<file path="src/rtl/mem_arbiter.sv">
// Two-requester arbiter for the shared 32-bit SRAM/IO controller port.
// The winning request is snapshotted into registers that drive the port.
// Ack and read data go back to the winner only. A transaction the
// controller never acknowledges is aborted after TIMEOUT busy cycles.
module mem_arbiter #(
  parameter int unsigned PRIORITY_MODE = 0,
  parameter int unsigned TIMEOUT       = 255,
  parameter logic [31:0] ERR_DATA      = 32'hDEADBEEF
) (
  input  logic        clk,
  input  logic        reset_n,
  input  logic        m0_read,
  input  logic        m0_write,
  input  logic [31:0] m0_addr,
  input  logic [31:0] m0_write_data,
  output logic        m0_ack,
  output logic        m0_err,
  output logic [31:0] m0_read_data,
  input  logic        m1_read,
  input  logic        m1_write,
  input  logic [31:0] m1_addr,
  input  logic [31:0] m1_write_data,
  output logic        m1_ack,
  output logic        m1_err,
  output logic [31:0] m1_read_data,
  output logic        mem_read,
  output logic        mem_write,
  output logic [31:0] mem_addr,
  output logic [31:0] mem_write_data,
  input  logic        mem_ack,
  input  logic [31:0] mem_read_data,
  output logic [1:0]  grant
);

  localparam int unsigned DW = 32;
  localparam int unsigned CW = 8;
  localparam logic [CW-1:0] TIMEOUT_CNT = CW'(TIMEOUT);

  typedef enum logic [1:0] {
    S_IDLE    = 2'd0,
    S_BUSY    = 2'd1,
    S_RESP    = 2'd2,
    S_RELEASE = 2'd3
  } state_e;

  state_e        state_q, state_d;
  logic          last_q, last_d;        // 1 = requester 1 won last
  logic [CW-1:0] cnt_q, cnt_d;
  logic [1:0]    grant_q, grant_d;
  logic          mem_read_q, mem_read_d;
  logic          mem_write_q, mem_write_d;
  logic [DW-1:0] mem_addr_q, mem_addr_d;
  logic [DW-1:0] mem_wdata_q, mem_wdata_d;
  logic          m0_ack_q, m0_ack_d;
  logic          m1_ack_q, m1_ack_d;
  logic          m0_err_q, m0_err_d;
  logic          m1_err_q, m1_err_d;
  logic [DW-1:0] m0_rdata_q, m0_rdata_d;
  logic [DW-1:0] m1_rdata_q, m1_rdata_d;

  logic m0_pend;
  logic m1_pend;
  logic win_m1;
  logic done;
  logic timed_out;
  logic [DW-1:0] resp_data;

  assign m0_pend = m0_read | m0_write;
  assign m1_pend = m1_read | m1_write;

  // Next-state and next-output computation for the arbitration sequence.
  always_comb begin
    state_d     = state_q;
    last_d      = last_q;
    cnt_d       = cnt_q;
    grant_d     = grant_q;
    mem_read_d  = mem_read_q;
    mem_write_d = mem_write_q;
    mem_addr_d  = mem_addr_q;
    mem_wdata_d = mem_wdata_q;
    m0_rdata_d  = m0_rdata_q;
    m1_rdata_d  = m1_rdata_q;
    m0_ack_d    = 1'b0;
    m1_ack_d    = 1'b0;
    m0_err_d    = 1'b0;
    m1_err_d    = 1'b0;
    win_m1      = 1'b0;
    done        = 1'b0;
    timed_out   = 1'b0;
    resp_data   = mem_read_data;

    case (state_q)
      S_IDLE: begin
        if (m0_pend || m1_pend) begin
          if (m0_pend && m1_pend) begin
            win_m1 = (PRIORITY_MODE != 0) ? 1'b0 : ~last_q;
          end else begin
            win_m1 = m1_pend;
          end
          // A request with both read and write set is treated as a write.
          if (win_m1) begin
            mem_addr_d  = m1_addr;
            mem_wdata_d = m1_write_data;
            mem_write_d = m1_write;
            mem_read_d  = m1_read & ~m1_write;
            grant_d     = 2'b10;
          end else begin
            mem_addr_d  = m0_addr;
            mem_wdata_d = m0_write_data;
            mem_write_d = m0_write;
            mem_read_d  = m0_read & ~m0_write;
            grant_d     = 2'b01;
          end
          last_d  = win_m1;
          cnt_d   = '0;
          state_d = S_BUSY;
        end
      end

      S_BUSY: begin
        cnt_d = cnt_q + CW'(1);
        if (mem_ack) begin
          done = 1'b1;
        end else if ((TIMEOUT != 0) && (cnt_d == TIMEOUT_CNT)) begin
          done      = 1'b1;
          timed_out = 1'b1;
          resp_data = ERR_DATA;
        end
        if (done) begin
          mem_read_d  = 1'b0;
          mem_write_d = 1'b0;
          state_d     = S_RESP;
          if (grant_q[1]) begin
            m1_rdata_d = resp_data;
            m1_ack_d   = 1'b1;
            m1_err_d   = timed_out;
          end else begin
            m0_rdata_d = resp_data;
            m0_ack_d   = 1'b1;
            m0_err_d   = timed_out;
          end
        end
      end

      S_RESP: begin
        state_d = S_RELEASE;
      end

      S_RELEASE: begin
        grant_d = 2'b00;
        state_d = S_IDLE;
      end

      default: begin
        state_d = S_IDLE;
      end
    endcase
  end

  // State and output registers; async reset returns every output to zero.
  always_ff @(posedge clk or negedge reset_n) begin
    if (!reset_n) begin
      state_q     <= S_IDLE;
      last_q      <= 1'b1;
      cnt_q       <= '0;
      grant_q     <= 2'b00;
      mem_read_q  <= 1'b0;
      mem_write_q <= 1'b0;
      mem_addr_q  <= '0;
      mem_wdata_q <= '0;
      m0_ack_q    <= 1'b0;
      m1_ack_q    <= 1'b0;
      m0_err_q    <= 1'b0;
      m1_err_q    <= 1'b0;
      m0_rdata_q  <= '0;
      m1_rdata_q  <= '0;
    end else begin
      state_q     <= state_d;
      last_q      <= last_d;
      cnt_q       <= cnt_d;
      grant_q     <= grant_d;
      mem_read_q  <= mem_read_d;
      mem_write_q <= mem_write_d;
      mem_addr_q  <= mem_addr_d;
      mem_wdata_q <= mem_wdata_d;
      m0_ack_q    <= m0_ack_d;
      m1_ack_q    <= m1_ack_d;
      m0_err_q    <= m0_err_d;
      m1_err_q    <= m1_err_d;
      m0_rdata_q  <= m0_rdata_d;
      m1_rdata_q  <= m1_rdata_d;
    end
  end

  assign mem_read       = mem_read_q;
  assign mem_write      = mem_write_q;
  assign mem_addr       = mem_addr_q;
  assign mem_write_data = mem_wdata_q;
  assign grant          = grant_q;
  assign m0_ack         = m0_ack_q;
  assign m1_ack         = m1_ack_q;
  assign m0_err         = m0_err_q;
  assign m1_err         = m1_err_q;
  assign m0_read_data   = m0_rdata_q;
  assign m1_read_data   = m1_rdata_q;

endmodule

</file>
<file path="config.mk">
export PLATFORM = sky130hd
export DESIGN_NAME = mem_arbiter
export DESIGN_NICKNAME = d
export VERILOG_FILES = /design/src/rtl/mem_arbiter.sv
export SDC_FILE = /design/constraint.sdc
export NUM_CORES = 1
export LEC_CHECK = 0
export ABC_CLOCK_PERIOD_IN_PS = 2600
export CORE_MARGIN = 3
export CORE_UTILIZATION = 30
export CTS_CLUSTER_DIAMETER = 60
export DETAILED_ROUTE_END_ITERATION = 12
export PLACE_DENSITY = 0.69
export REMOVE_ABC_BUFFERS = 1
export SYNTH_ARGS = -nofsm -noshare
export SYNTH_HDL_FRONTEND = slang
export SYNTH_SLANG_ARGS = --single-unit
</file>
<file path="constraint.sdc">
create_clock -name clk -period 2.6 [get_ports clk]
set_input_delay 0.65 -clock clk [delete_from_list [all_inputs] [get_ports clk]]
set_output_delay 0.65 -clock clk [all_outputs]
set_load 0.03 [all_outputs]
</file>
======== After elaboration in Yosys (flattened, before gate mapping) ========
Index checks and enable logic that the tools add are counted.
word-level totals
  flip-flop bits (word level) ............. 147
  latch bits .............................. 0
  memory bits (writable) .................. 0
  ROM bits ................................ 0
  logic and storage cells ................. 79
  memories ................................ 0
operators by class
  add/sub/neg operators ................... 1
  $mul .................................... 0
  divide/modulo/power cells ............... 0
  $lt $le $gt $ge ......................... 0
  equal/unequal tests ..................... 6
  shift operators ......................... 0
  multiplexer cells ....................... 38
  bitwise gates (word level) .............. 8
  reduce and logical (&&, ||, !) cells .... 12
operator list
  operator                                                         count
  32-bit 2-to-1 mux                                                4
  1-bit 2-to-1 mux                                                 24
  8-bit case mux with 2 select lines                               1
  3-bit AND reduction                                              3
  8-bit by 1-bit adder with 8-bit output, second input constant    1
  8-bit == test, second input constant                             1
  2-bit 2-to-1 mux                                                 4
  8-bit 2-to-1 mux                                                 1
  2-bit case mux with 4 select lines                               1
  2-bit AND reduction                                              4
  2-bit == test, second input constant                             2
  2-bit inequality test, second input constant                     2
  1-bit inverter                                                   4
  1-bit case mux with 2 select lines                               2
  2-bit case mux with 2 select lines                               1
  2-bit nonzero test                                               2
  1-bit bitwise AND                                                2
  2-bit by 1-bit == test with 1-bit output, second input constant  1
  2-bit zero test                                                  1
  1-bit bitwise OR                                                 2
  1-bit logical AND                                                1
  1-bit logical OR                                                 1

======== Logic depth before layout (Yosys ltp) ========
  depth in word-level cells ............... 8
  mapped depth ............................ 10

======== Least setup slack after synthesis ========
OpenSTA, ideal clock, no wires.
  path type ............................... flip-flop to flip-flop
  from .................................... register cnt_q[0]
  to ...................................... register m0_rdata_q[10] (netlist: m0_read_data[10])
  arrival ................................. 2.055 ns
  slack ................................... 0.424 ns
  stages on the path, launching flop included .. 11
  cell sequence ........................... dfrtp_1 -> ha_1 -> nand3_1 -> xor2_1 -> a211oi_2 -> a31oi_1 -> nand2b_1 -> buf_2 -> clkinv_2 -> buf_4 -> o22a_1
between the ends
  cells in the longest elaborated chain, start to end .. 6
RTL lines
  what                                        line  text
  start: declaration                          48    logic [CW-1:0] cnt_q, cnt_d;
  start signal: assignment                    180   cnt_q <= cnt_d;
  8-bit by 1-bit adder with 8-bit output (*)  121   cnt_d = cnt_q + CW'(1);
  8-bit == test (*)                           124   end else if ((TIMEOUT != 0) && (cnt_d == TIMEOUT_CNT)) begin
  1-bit 2-to-1 mux                            124
  1-bit 2-to-1 mux                            122   if (mem_ack) begin
  1-bit 2-to-1 mux                            92    case (state_q)
  3-bit AND reduction (no line)               --
  end signal: assignment                      190   m0_rdata_q <= m0_rdata_d;
  end: declaration                            58    logic [DW-1:0] m0_rdata_q, m0_rdata_d;
Every way passes the cells marked *; elsewhere a longest branch is shown, timed or not. The select of a mux whose other input is x is not followed.
A chain may end at the register's enable or synchronous reset.

======== Worst setup path after layout ========
  from .................................... register cnt_q[0]
  to ...................................... register m1_rdata_q[17] (netlist: m1_read_data[17])
between the ends
  cells in the longest elaborated chain, start to end .. 6
RTL lines
  what                                        line  text
  8-bit by 1-bit adder with 8-bit output (*)  121
  8-bit == test (*)                           124
  1-bit 2-to-1 mux                            124
  1-bit 2-to-1 mux                            122
  1-bit 2-to-1 mux                            92
  3-bit AND reduction (no line)               --
  end signal: assignment                      191   m1_rdata_q <= m1_rdata_d;
  end: declaration                            59    logic [DW-1:0] m1_rdata_q, m1_rdata_d;
Marks and branches as above.

==> results.toml <==
[synthesis]
synthArstFlopShare_pct = 100.0
synth_area_leaders = "dfrtp_1 (59%), nand2_1 (8.5%), o22a_1 (6.8%)"
yosys_warnings = 0
synth_area_leader_cell = "dfrtp_1"
yosysUniqueCellTypes = 43
synth_edf_count = 0
synth_top_area_share_pct = 59.03
syn_avg_cell_area_um2 = 10.11
ys_ff_latch = 147
synthFlopType = "dfrtp_1"
syn_area_um2 = 6190
synth_sequential_area_ratio_pct = 59.45
netlist_instances = 612

[floorplanning]
dieHeight_um = 149.6
start_util_pct = 31.19
core_um2 = 19850
die_x_um = 149.6
row_count = 51
pin_count = 303
design.die.area_um2 = 22390

[clocking]
cts_buffer_depth = 2
cts_tree = "done"
clock-root-buffer = "clkbuf_16"
cts_buffers = 17
cts_hold_buf = 0
cts_max_level = 4
clkTransAtPathRegs_ns = 0.07
postCtsSetupBuffers = 0
cts.sinks = 147
clock_latency_ns = 0.42
post_cts_resized = 0

[pwr]
p_int_uw = 7733
pwr-share-clk_pct = 17.3
power_density_nw_per_um2 = 1328
power_frac_comb_pct = 53.1
ir_drop_v = 0.0005622
leakagePower_uw = 0.004163
seq_power_share_pct = 29.6
switching_share_pct = 42.68
p_switching_uw = 5757

[route]
wire_per_inst_um = 16.39
drtIter0Drc = 226
drc = 0
totalWireLength_um = 19480
drt_first_pass_iters = 4
vias = 5601
via_per_inst = 4.711
ant_nets = 0

[worst_setup_path]
end_kind = "flip-flop"
critPathKind = "flip-flop to flip-flop"
start_kind = "flip-flop"
r2r-start = "cnt_q[0]"
rr_worst_depth = 7
crit_path_max_incr_delay_ns = 0.47
crit_chain = "nand4_2, or3_1, a211oi_2, a31oi_2, or2_1, buf_4, a22o_1"
crit_slowest_cell = "dfrtp_1"
critPathRequiredTime_ns = 2.91
worst_ep_arrival_time_ns = 2.65
timing.critical_path.from = "cnt_q[0]"
worst-r2r-setup-slack_ns = 0.25
critPathMaxFanout = 8
r2r_end = "m1_read_data[17]"

[sta]
max_freq_ghz = 0.4264
timing.hold.ws_ns = 0.1700
maxSlewHeadroom_pct = 65.16
worst_slack_ns = 0.2546
skew_ns = 0.01520
slew_viol_final = 0
fin_setup_tns_ns = 0
rsz0062_at_grt = "false"
min_period_over_period_pct = 90.21
tightest_slew_ns = 0.5226
setup_viol = 0
hold_violations = 0
fin_crit_ns = 2.345

[global_route]
grt.overflow.total = 0
antenna_found_initial = 0
grt_start_max_net_pins = 87
grt_use_total_pct = 17.03
grt_pass1_vias = 5564
grt_pass1_wl_um = 30190

[worst_hold_path]
hold_path_class = "primary input to asynchronous set/reset pin"

[final_layout]
fillers = 1836
most-common-layout-cells = "clkdlybuf4s50_1 (301), dfrtp_1 (146), nand2_1 (140), nor2_1 (70), a31oi_1 (65)"
layout-drive-gt1-share_pct = 7.035
fin_nets = 1085
syn_to_final_growth_pct = 64.10
antenna_cells = 0
multi_input_area_um2 = 2298
regArea_um2 = 3680
final_common_cell = "clkdlybuf4s50_1"

[placement]
gp_congestion = 0.7421
io_buffers = 302
dp_hpwl_um = 14210
post-place-ws_ns = 0.06699

[flow_run]
max_cap_violations = 0

[status]
status = "complete, no violations"
[Yosys cell counts (2+ instances only)]
master / n
o22a_1: 48
ha_1: 7
xnor2_1: 2
o31ai_1: 4
buf_1: 4
o22ai_1: 2
nor2_1: 71
buf_6: 3
nand3_1: 6
nand2b_1: 6
clkbuf_1: 32
dfrtp_1: 146
nor2b_1: 4
inv_1: 6
o21ai_0: 15
buf_2: 2
nand2_1: 140
a31oi_1: 66
a21oi_1: 6
and2_1: 2
a22o_1: 17
nor3_1: 2
[worst max-delay path: cells and delay by family, from the launching register on]
kind | cells | cell delay [ns]
and+or+nand+nor | 3 | 0.88
AOI/OAI and AO/OA | 3 | 0.72
DFF | 1 | 0.47
buffers and inverters | 1 | 0.18
[routing by layer]
metal	up-vias	track usage (%)	part of all wire (%)	wire, um
li1	2740	-	-	-
met1	2625	20.21	41	8021
met2	225	28.78	47	9236
met3	11	6.814	10	2037
met4	0	4.622	0.96	187
met5	-	0	0	0
[sequential cells by signal (all words and copies together), names as in the netlist]
| register | cells |
|---|---|
| mem_read | 1 |
| grant | 2 |
| m1_read_data | 32 |
| m1_err | 1 |
| m0_err | 1 |
| last_q | 1 |
| mem_addr | 32 |
| m0_read_data | 32 |
| cnt_q | 8 |
| mem_write_data | 32 |
| m0_ack | 1 |
| m1_ack | 1 |
| mem_write | 1 |
| state_q | 2 |
[logic make-up (layout without fill, tap and decap cells)]
| family | count (synthesis) | after routing | share of synthesized area (%) |
|---|---|---|---|
| AND/OR/NAND/NOR | 239 | 239 | 15.63 |
| AO/OA/AOI/OAI | 163 | 163 | 18.90 |
| flip-flops | 147 | 147 | 59.45 |
| buffers and inverters | 51 | 363 | 3.841 |
| adder cells (fa/ha/maj) | 7 | 7 | 1.415 |
| XOR/XNOR | 3 | 3 | 0.4246 |
| multiplexers | 2 | 2 | 0.3436 |
[cell type report]
type / instances / area share, %
inverters: 8 / 0.3572
clock buffers: 18 / 4.324
multi-input cells: 414 / 22.63
clock inverters: 14 / 1.133
flip-flops and latches: 147 / 36.23
well taps: 265 / 3.264
repair buffers: 323 / 32.06
[power groups by stage]
stage | Clock, uW | Sequential (uW) | Combinational, uW
after floorplan | 0 | 5990 | 2000
after global placement | 0 | 4010 | 7140
after detailed placement | 0 | 4040 | 7240
after CTS | 2410 | 4010 | 7260
after global routing | 2510 | 4130 | 7660
final | 2330 | 3990 | 7160
[worst max-delay path by stage]
stage / end / slack, ns / cells past startpoint
after floorplan: mem_write / -3.39 / 7
after global placement: mem_write / 0.13 / 8
after detailed placement: mem_addr[18] / 0.07 / 7
after CTS: m1_read_data[31] / 0.14 / 8
after global routing: m0_read_data[28] / 0.08 / 8
final: m1_read_data[17] / 0.25 / 7
[per-stage QoR]
step	total power (uW)	utilization, %	instance area (um^2)	cells
floorplan	7992	-	5988	569
global placement	11160	48.36	9597	1157
detailed placement	11280	48.36	9597	1157
CTS	13680	51.15	10150	1189
global route	14310	51.18	10160	1189
finish	13490	51.18	10160	1189
No activity file was read; power rests on OpenSTA's default activity.
